File: src/rtl/ram_1rw_arbiter_if.sv
// Bundle of both requester ports plus the shared 1RW RAM lines for ram_1rw_arbiter.
// The arbiter connects through the slave modport, requesters and the RAM through master.
interface ram_1rw_arbiter_if #(
    parameter int DW = 16,
    parameter int AW = 10
);
    logic          p0_req;
    logic          p0_write;
    logic [AW-1:0] p0_addr;
    logic [DW-1:0] p0_wdata;
    logic          p0_gnt;
    logic          p0_rvalid;
    logic [DW-1:0] p0_rdata;

    logic          p1_req;
    logic          p1_write;
    logic [AW-1:0] p1_addr;
    logic [DW-1:0] p1_wdata;
    logic          p1_gnt;
    logic          p1_rvalid;
    logic [DW-1:0] p1_rdata;

    logic [AW-1:0] ram_addr;
    logic          ram_write;
    logic [DW-1:0] ram_wdata;
    logic [DW-1:0] ram_rdata;

    modport slave (
        input  p0_req, p0_write, p0_addr, p0_wdata,
        output p0_gnt, p0_rvalid, p0_rdata,
        input  p1_req, p1_write, p1_addr, p1_wdata,
        output p1_gnt, p1_rvalid, p1_rdata,
        output ram_addr, ram_write, ram_wdata,
        input  ram_rdata
    );

    modport master (
        output p0_req, p0_write, p0_addr, p0_wdata,
        input  p0_gnt, p0_rvalid, p0_rdata,
        output p1_req, p1_write, p1_addr, p1_wdata,
        input  p1_gnt, p1_rvalid, p1_rdata,
        input  ram_addr, ram_write, ram_wdata,
        output ram_rdata
    );
endinterface

File: src/rtl/ram_1rw_arbiter.sv
// Two-port arbiter in front of a single-port RAM (CPU data port 0, video fetch port 1).
// Optional macro RAM_ARB_ROUND_ROBIN_EN selects round-robin; default is fixed priority with starvation guard.
module ram_1rw_arbiter #(
    parameter int DW           = 16,
    parameter int AW           = 10,
    parameter int STARVE_LIMIT = 4
) (
    input  logic             clk,
    input  logic             rst,
    ram_1rw_arbiter_if.slave bus
);
    logic          gnt0;
    logic          gnt1;
    logic          p1_first;
    logic [AW-1:0] addr_s;
    logic [DW-1:0] wdata_s;
    logic          write_s;
    logic          p0_rvalid_q, p0_rvalid_d;
    logic          p1_rvalid_q, p1_rvalid_d;

`ifdef RAM_ARB_ROUND_ROBIN_EN
    // last_q = 1 means port 1 was granted most recently, so port 0 wins the next contention
    logic last_q, last_d;

    assign p1_first = ~last_q;

    // Pointer follows every grant
    always_comb begin
        last_d = last_q;
        if (gnt1) begin
            last_d = 1'b1;
        end else if (gnt0) begin
            last_d = 1'b0;
        end else begin
            last_d = last_q;
        end
    end

    // Last-grant pointer register
    always_ff @(posedge clk) begin
        if (rst) begin
            last_q <= 1'b1;
        end else begin
            last_q <= last_d;
        end
    end
`else
    localparam int            CW    = $clog2(STARVE_LIMIT + 1);
    localparam logic [CW-1:0] LIMIT = CW'(STARVE_LIMIT);

    logic [CW-1:0] starve_cnt_q, starve_cnt_d;

    assign p1_first = (starve_cnt_q == LIMIT);

    // Count consecutive denied cycles of port 1, saturating at the limit
    always_comb begin
        starve_cnt_d = starve_cnt_q;
        if (!bus.p1_req || gnt1) begin
            starve_cnt_d = {CW{1'b0}};
        end else if (starve_cnt_q != LIMIT) begin
            starve_cnt_d = starve_cnt_q + CW'(1);
        end else begin
            starve_cnt_d = starve_cnt_q;
        end
    end

    // Starvation counter register
    always_ff @(posedge clk) begin
        if (rst) begin
            starve_cnt_q <= {CW{1'b0}};
        end else begin
            starve_cnt_q <= starve_cnt_d;
        end
    end
`endif

    // Grant decision: lone requests pass straight through, contention resolved by p1_first
    always_comb begin
        gnt0 = 1'b0;
        gnt1 = 1'b0;
        if (bus.p0_req && bus.p1_req) begin
            if (p1_first) begin
                gnt1 = 1'b1;
            end else begin
                gnt0 = 1'b1;
            end
        end else begin
            gnt0 = bus.p0_req;
            gnt1 = bus.p1_req;
        end
    end

    // RAM mux; idle cycles park on port 0's lines with write disabled
    always_comb begin
        addr_s  = bus.p0_addr;
        wdata_s = bus.p0_wdata;
        write_s = 1'b0;
        if (gnt1) begin
            addr_s  = bus.p1_addr;
            wdata_s = bus.p1_wdata;
            write_s = bus.p1_write;
        end else if (gnt0) begin
            write_s = bus.p0_write;
        end else begin
            write_s = 1'b0;
        end
    end

    // Granted reads return one cycle later, aligned with the RAM's registered output
    always_comb begin
        p0_rvalid_d = gnt0 & ~bus.p0_write;
        p1_rvalid_d = gnt1 & ~bus.p1_write;
    end

    // Read-valid strobes; reset also drops a read granted in the reset cycle
    always_ff @(posedge clk) begin
        if (rst) begin
            p0_rvalid_q <= 1'b0;
            p1_rvalid_q <= 1'b0;
        end else begin
            p0_rvalid_q <= p0_rvalid_d;
            p1_rvalid_q <= p1_rvalid_d;
        end
    end

    assign bus.p0_gnt    = gnt0;
    assign bus.p1_gnt    = gnt1;
    assign bus.p0_rvalid = p0_rvalid_q;
    assign bus.p1_rvalid = p1_rvalid_q;
    assign bus.p0_rdata  = bus.ram_rdata;
    assign bus.p1_rdata  = bus.ram_rdata;
    assign bus.ram_addr  = addr_s;
    assign bus.ram_wdata = wdata_s;
    assign bus.ram_write = write_s;
endmodule

File: src/flat_wrapper.sv
// flat-port wrapper written by rule: the top's interface ports become plain ports
module ram_1rw_arbiter_flat 
#(
    parameter int DW           = 16,
    parameter int AW           = 10,
    parameter int STARVE_LIMIT = 4
)
  (clk, rst, bus_p0_req, bus_p0_write, bus_p0_addr, bus_p0_wdata, bus_p0_gnt, bus_p0_rvalid, bus_p0_rdata, bus_p1_req, bus_p1_write, bus_p1_addr, bus_p1_wdata, bus_p1_gnt, bus_p1_rvalid, bus_p1_rdata, bus_ram_addr, bus_ram_write, bus_ram_wdata, bus_ram_rdata);
  ram_1rw_arbiter_if #(.DW(DW), .AW(AW)) bus_i ();
  input  logic clk;
  input  logic rst;
  input wire logic [$bits(bus_i.p0_req)-1:0] bus_p0_req;
  input wire logic [$bits(bus_i.p0_write)-1:0] bus_p0_write;
  input wire logic [$bits(bus_i.p0_addr)-1:0] bus_p0_addr;
  input wire logic [$bits(bus_i.p0_wdata)-1:0] bus_p0_wdata;
  output wire logic [$bits(bus_i.p0_gnt)-1:0] bus_p0_gnt;
  output wire logic [$bits(bus_i.p0_rvalid)-1:0] bus_p0_rvalid;
  output wire logic [$bits(bus_i.p0_rdata)-1:0] bus_p0_rdata;
  input wire logic [$bits(bus_i.p1_req)-1:0] bus_p1_req;
  input wire logic [$bits(bus_i.p1_write)-1:0] bus_p1_write;
  input wire logic [$bits(bus_i.p1_addr)-1:0] bus_p1_addr;
  input wire logic [$bits(bus_i.p1_wdata)-1:0] bus_p1_wdata;
  output wire logic [$bits(bus_i.p1_gnt)-1:0] bus_p1_gnt;
  output wire logic [$bits(bus_i.p1_rvalid)-1:0] bus_p1_rvalid;
  output wire logic [$bits(bus_i.p1_rdata)-1:0] bus_p1_rdata;
  output wire logic [$bits(bus_i.ram_addr)-1:0] bus_ram_addr;
  output wire logic [$bits(bus_i.ram_write)-1:0] bus_ram_write;
  output wire logic [$bits(bus_i.ram_wdata)-1:0] bus_ram_wdata;
  input wire logic [$bits(bus_i.ram_rdata)-1:0] bus_ram_rdata;
  assign bus_i.p0_req = bus_p0_req;
  assign bus_i.p0_write = bus_p0_write;
  assign bus_i.p0_addr = bus_p0_addr;
  assign bus_i.p0_wdata = bus_p0_wdata;
  assign bus_p0_gnt = bus_i.p0_gnt;
  assign bus_p0_rvalid = bus_i.p0_rvalid;
  assign bus_p0_rdata = bus_i.p0_rdata;
  assign bus_i.p1_req = bus_p1_req;
  assign bus_i.p1_write = bus_p1_write;
  assign bus_i.p1_addr = bus_p1_addr;
  assign bus_i.p1_wdata = bus_p1_wdata;
  assign bus_p1_gnt = bus_i.p1_gnt;
  assign bus_p1_rvalid = bus_i.p1_rvalid;
  assign bus_p1_rdata = bus_i.p1_rdata;
  assign bus_ram_addr = bus_i.ram_addr;
  assign bus_ram_write = bus_i.ram_write;
  assign bus_ram_wdata = bus_i.ram_wdata;
  assign bus_i.ram_rdata = bus_ram_rdata;
  ram_1rw_arbiter #(.DW(DW), .AW(AW), .STARVE_LIMIT(STARVE_LIMIT)) u_core (.clk(clk), .rst(rst), .bus(bus_i));
endmodule
File: config.mk
export PLATFORM = sky130hd
export DESIGN_NAME = ram_1rw_arbiter_flat
export DESIGN_NICKNAME = d
export VERILOG_FILES = /design/src/rtl/ram_1rw_arbiter_if.sv /design/src/rtl/ram_1rw_arbiter.sv /design/src/flat_wrapper.sv
export SDC_FILE = /design/constraint.sdc
export NUM_CORES = 1
export LEC_CHECK = 0
export BUFFER_PORTS_ARGS = -buffer_cell sky130_fd_sc_hd__buf_2
export CORE_MARGIN = 8
export CORE_UTILIZATION = 25
export DETAILED_ROUTE_END_ITERATION = 7
export HOLD_SLACK_MARGIN = 0.12
export PLACE_DENSITY = 0.77
export SLEW_MARGIN = 5
export SYNTH_ARGS = -nofsm -noshare
export SYNTH_HDL_FRONTEND = slang
export SYNTH_SLANG_ARGS = --single-unit
File: constraint.sdc
create_clock -name clk -period 1.5 [get_ports clk]
set_clock_uncertainty 0.1 [all_clocks]
set_input_delay 0.075 -clock clk [delete_from_list [all_inputs] [get_ports clk]]
set_output_delay 0.075 -clock clk [all_outputs]
set_load 0.005 [all_outputs]
=== Yosys cells after proc, flatten, opt, wreduce, memory -nomap -nowiden ===
Index checks and enable logic that the tools add are counted.

* Add/subtract/negate cells: 1
* $mul: 0
* Div/mod/pow operators: 0
* Magnitude comparators: 0
* Equal/unequal tests: 2
* Shift operators: 0
* Multiplexer cells: 8
* Bitwise operators: 4
* Reductions and logical operators: 4

{| class="wikitable"
|+ Operators by type and width
! cell !! number
|-
| 2-to-1 mux 16 bit || 1
|-
| 2-to-1 mux 10 bit || 1
|-
| 2-to-1 mux 1 bit || 6
|-
| adder 3 x 1 -> 3 bit (second input constant) || 1
|-
| == test 3 bit (second input constant) || 1
|-
| != test 3 bit (second input constant) || 1
|-
| bitwise AND 1 bit || 2
|-
| NOT 1 bit || 2
|-
| OR reduction 2 bit || 1
|-
| logical AND 1 bit || 1
|-
| zero test 1 bit || 1
|-
| logical OR 1 bit || 1
|}

* Register bits: 5
* Latch bits: 0
* RAM bits: 0
* Memory bits (read-only): 0
* Bits of input ports: 74
* Output and inout port bits: 63
* Word-level logic and storage cells: 22
* Memories: 0

=== Longest topological paths before layout ===
* Depth in word-level cells: 5
* Gate-level depth with buffers: 7
* Gate-level depth less buffers: 6

=== Worst setup path after synthesis ===
OpenSTA, ideal clock, no wires.

* Kind: register to output
* Start: register u_core.starve_cnt_q[0]
* End: output port bus_ram_wdata[10]
* Arrival: 1.540 ns
* Data required time: 1.325 ns
* Path slack: -0.215 ns
* Cell stages (with the launch flop): 7
* Path buffers: 1
* Cell sequence: dfxtp_1 -> inv_1 -> ha_1 -> and2_4 -> o21ai_4 -> buf_8 -> mux2_2

* Longest elaborated chain between the ends: 4

{| class="wikitable"
|+ RTL lines
! what !! RTL line !! RTL
|-
| start, declared || ram_1rw_arbiter.sv:51 || <nowiki>logic [CW-1:0] starve_cnt_q, starve_cnt_d;</nowiki>
|-
| start signal, assigned || ram_1rw_arbiter.sv:70 || <nowiki>starve_cnt_q <= {CW{1'b0}};</nowiki>
|-
| start signal, assigned || ram_1rw_arbiter.sv:72 || <nowiki>starve_cnt_q <= starve_cnt_d;</nowiki>
|-
| == test 3 bit || ram_1rw_arbiter.sv:53 || <nowiki>assign p1_first = (starve_cnt_q == LIMIT);</nowiki>
|-
| 2-to-1 mux 1 bit || ram_1rw_arbiter.sv:82 || <nowiki>if (p1_first) begin</nowiki>
|-
| 2-to-1 mux 1 bit || ram_1rw_arbiter.sv:81 || <nowiki>if (bus.p0_req && bus.p1_req) begin</nowiki>
|-
| 2-to-1 mux 16 bit || ram_1rw_arbiter.sv:98 || <nowiki>if (gnt1) begin</nowiki>
|-
| end, declared || flat_wrapper.sv:28 || <nowiki>output wire logic [$bits(bus_i.ram_wdata)-1:0] bus_ram_wdata;</nowiki>
|}

No other way between the ends.

=== Worst setup path after layout ===
* Start: register u_core.starve_cnt_q[1]
* End: output port bus_ram_wdata[11]

The elaborated chain is that of the path after synthesis.

==> out/metrics.yaml <==
clock_network:
  postCtsSetupBuffers: 0
  clk_latency_ps: 250
  htree_levels: 1
  clk_pin_slew_ps: 40
  cts_tree: "done"
  cts.sinks: 5
  clockBufferDepth: 2
  cts_buffers: 3
  root_buffer: "clkbuf_4"
critical_path:
  crit_required_ps: 1320
  arrival_ps: 1790
  endpoint_kind: "primary output"
  worstRegToRegCells: 5
  crit_type: "reg2out"
  cp_max_fo: 18
  critPathLaunchType: "flip-flop"
cells_and_area:
  n_antenna_cell: 0
  multi_input_area_um2: 534
  nFillCells: 284
  final_layout_size_suffix_gt1_frac: 0.770
  area_growth_syn_to_layout_pct: 98.6
  final_core_util: 0.522
  seq_area_um2: 103
  final_cell_count_no_fill: 218
  final_nets: 251
grt:
  grt_max_degree: 19
  met1_usage: 0.104
  met3_usage: 0.0563
  grt_remaining_overflow: 0
  grt_most_used_layer: "met2"
  grtUsageTotal: 0.120
  use_met2: 0.234
  grt_pass1_vias: 1083
  grt_pass1_wl_um: 4990
  antenna_found_initial: 0
sta:
  rsz0062_at_grt: "true"
  fin_crit_sh: 1.31
  fmax_mhz: 509
  setup_viol: 29
  tightestPinTransition_ps: 302
  drv_slew: 0
  maxSlewHeadroom: 0.798
  layout_setup_ws_ps: -466
  layout_min_cycle_time_ps: 1970
  finalHoldViolCount: 0
logic_synthesis:
  yosys_warnings: 0
  synth-seq-area-share: 0.124
  synth_most_common_cell: "buf_4"
  async_flop_share: 0
  synth_top_area_share: 0.362
  synth_area_leader_cell: "mux2_2"
  syn_inst: 88
  synth_area_um2: 808
  synthDistinctLibCells: 18
  ys_top_cells_by_area: "mux2_2 (36%), buf_4 (30%), dfxtp_1 (12%)"
  syn-mean-instance-area_um2: 9.18
  synth_ff_type: "dfxtp_1"
  ys_top_cells_by_count: "buf_4 (32), mux2_2 (26), dfxtp_1 (5)"
  synth_seq_cells: 5
  synth_edf_count: 0
  synthesis.nets: 164
drt:
  drt_iter0_drc: 8
  wire_per_inst_um: 16.7
  via_per_inst: 4.37
  ant_nets: 0
  detail_route.wirelength_um: 3640
  drc: 0
  num_vias: 953
  dr.pass1.iters: 2
floorplanning:
  die-area_mm2: 0.00531
  pin_count: 137
  coreArea_mm2: 0.00308
  initial_core_util: 0.263
  fp.dieW_um: 72.9
  rows: 20
  die_h_um: 72.9
pwr:
  power.density_mw_per_mm2: 454
  p_seq_frac: 0.189
  switchingPower_uw: 207
  power.total_uw: 729
  swShare: 0.284
  p_clk_frac: 0.221
  power.internal_uw: 522
  p_leak_nw: 0.875
  combinationalPowerShare: 0.589
  max-vdd-ir-drop_uv: 279
min_path:
  holdPathStages: 4
  worst_hold_path_type: "in2reg"
run_status:
  violations: "negative setup slack"
  status: "complete, but fails checks"
place:
  gp_congestion: 0.752
  dp.cells: 192
  place_ws_ps: -200
  portBuffers: 88
  dp_hpwl_um: 2660
flow_run:
  maxCapViolations: 0
[layout make-up]
type	instances	area share
tap	44	0.0343
multi-input combinational	44	0.333
clock buffer	4	0.0164
timing repair buffer	116	0.541
inverter	5	0.0117
sequential	5	0.0639
[registers in the layout (all words and copies together), names as in the netlist]
register and cells:
u_core.bus.p1_rvalid 1, u_core.bus.p0_rvalid 1, u_core.starve_cnt_q 3
[per-stage QoR]
step	hold WS, ps	cell area (um^2)	setup TNS, ps
detailed placement	50.1	1170	-4890
global route	167	1610	-13660
floorplan	51.8	891	-3080
finish	155	1610	-12000
CTS	144	1540	-12250
global placement	50.1	1170	-4260
[worst max-delay path: stages (launching register included)]
cell and delay (ps):
dfxtp_2 330, inv_2 40, ha_4 150, and2_4 160
o21ai_4 200, buf_12 210, mux2_4 330, buf_6 120
[metal layers]
metal / share of wire / vias to the layer above
li1: - / 436
met1: 0.32 / 427
met2: 0.55 / 85
met3: 0.13 / 5
met4: 0.0069 / 0
met5: 0 / -
[layout by cell type (no fill, tap or decap)]
master	n
buf_2	65
mux2_4	24
buf_6	24
dlygate4sd3_1	21
nor2_1	4
buf_4	4
inv_2	3
nand2_1	3
clkbuf_4	3
dfxtp_1	3
inv_1	2
mux2_2	2
dfxtp_2	2
and2_4	1
o21ai_4	1
a21oi_2	1
a32o_1	1
a2111oi_2	1
mux2i_1	1
nor2b_2	1
nand3_1	1
nor3_1	1
ha_4	1
ha_1	1
clkbuf_1	1
dlymetal6s4s_1	1
buf_12	1
[logic make-up after synthesis]
logic type               synth area share
buffers and inverters               0.358
multiplexers                        0.375
AND/OR/NAND/NOR                    0.0635
flip-flops                          0.124
AO/OA/AOI/OAI                      0.0495
adder cells (fa/ha/maj)            0.0310
[repair_timing]
action	in CTS	in global routing
endpoints found under the hold margin	37	4
hold buffers	22	1
endpoints found under the setup margin	29	31
resized for setup	19	16
pin swaps	0	1
[power groups by stage]
| stage | sequential (mW) | combinational, mW | clock, mW |
|---|---|---|---|
| 2_1_floorplan | 0.141 | 0.202 | 0 |
| 3_3_place_gp | 0.140 | 0.284 | 0 |
| 3_5_place_dp | 0.140 | 0.289 | 0 |
| 4_1_cts | 0.138 | 0.403 | 0.163 |
| 5_1_grt | 0.138 | 0.459 | 0.180 |
| 6_report | 0.138 | 0.430 | 0.161 |
[worst paths after layout]
check | start | end | slack [ps]
setup reg to reg | u_core.starve_cnt_q[1] | u_core.bus.p0_rvalid | 90
hold / removal | bus_p1_req | u_core.bus.p1_rvalid | 150
hold reg to reg | u_core.starve_cnt_q[0] | u_core.starve_cnt_q[0] | 410
setup / recovery | u_core.starve_cnt_q[1] | bus_ram_wdata[11] | -470
Power figures use the tool's default switching activity.
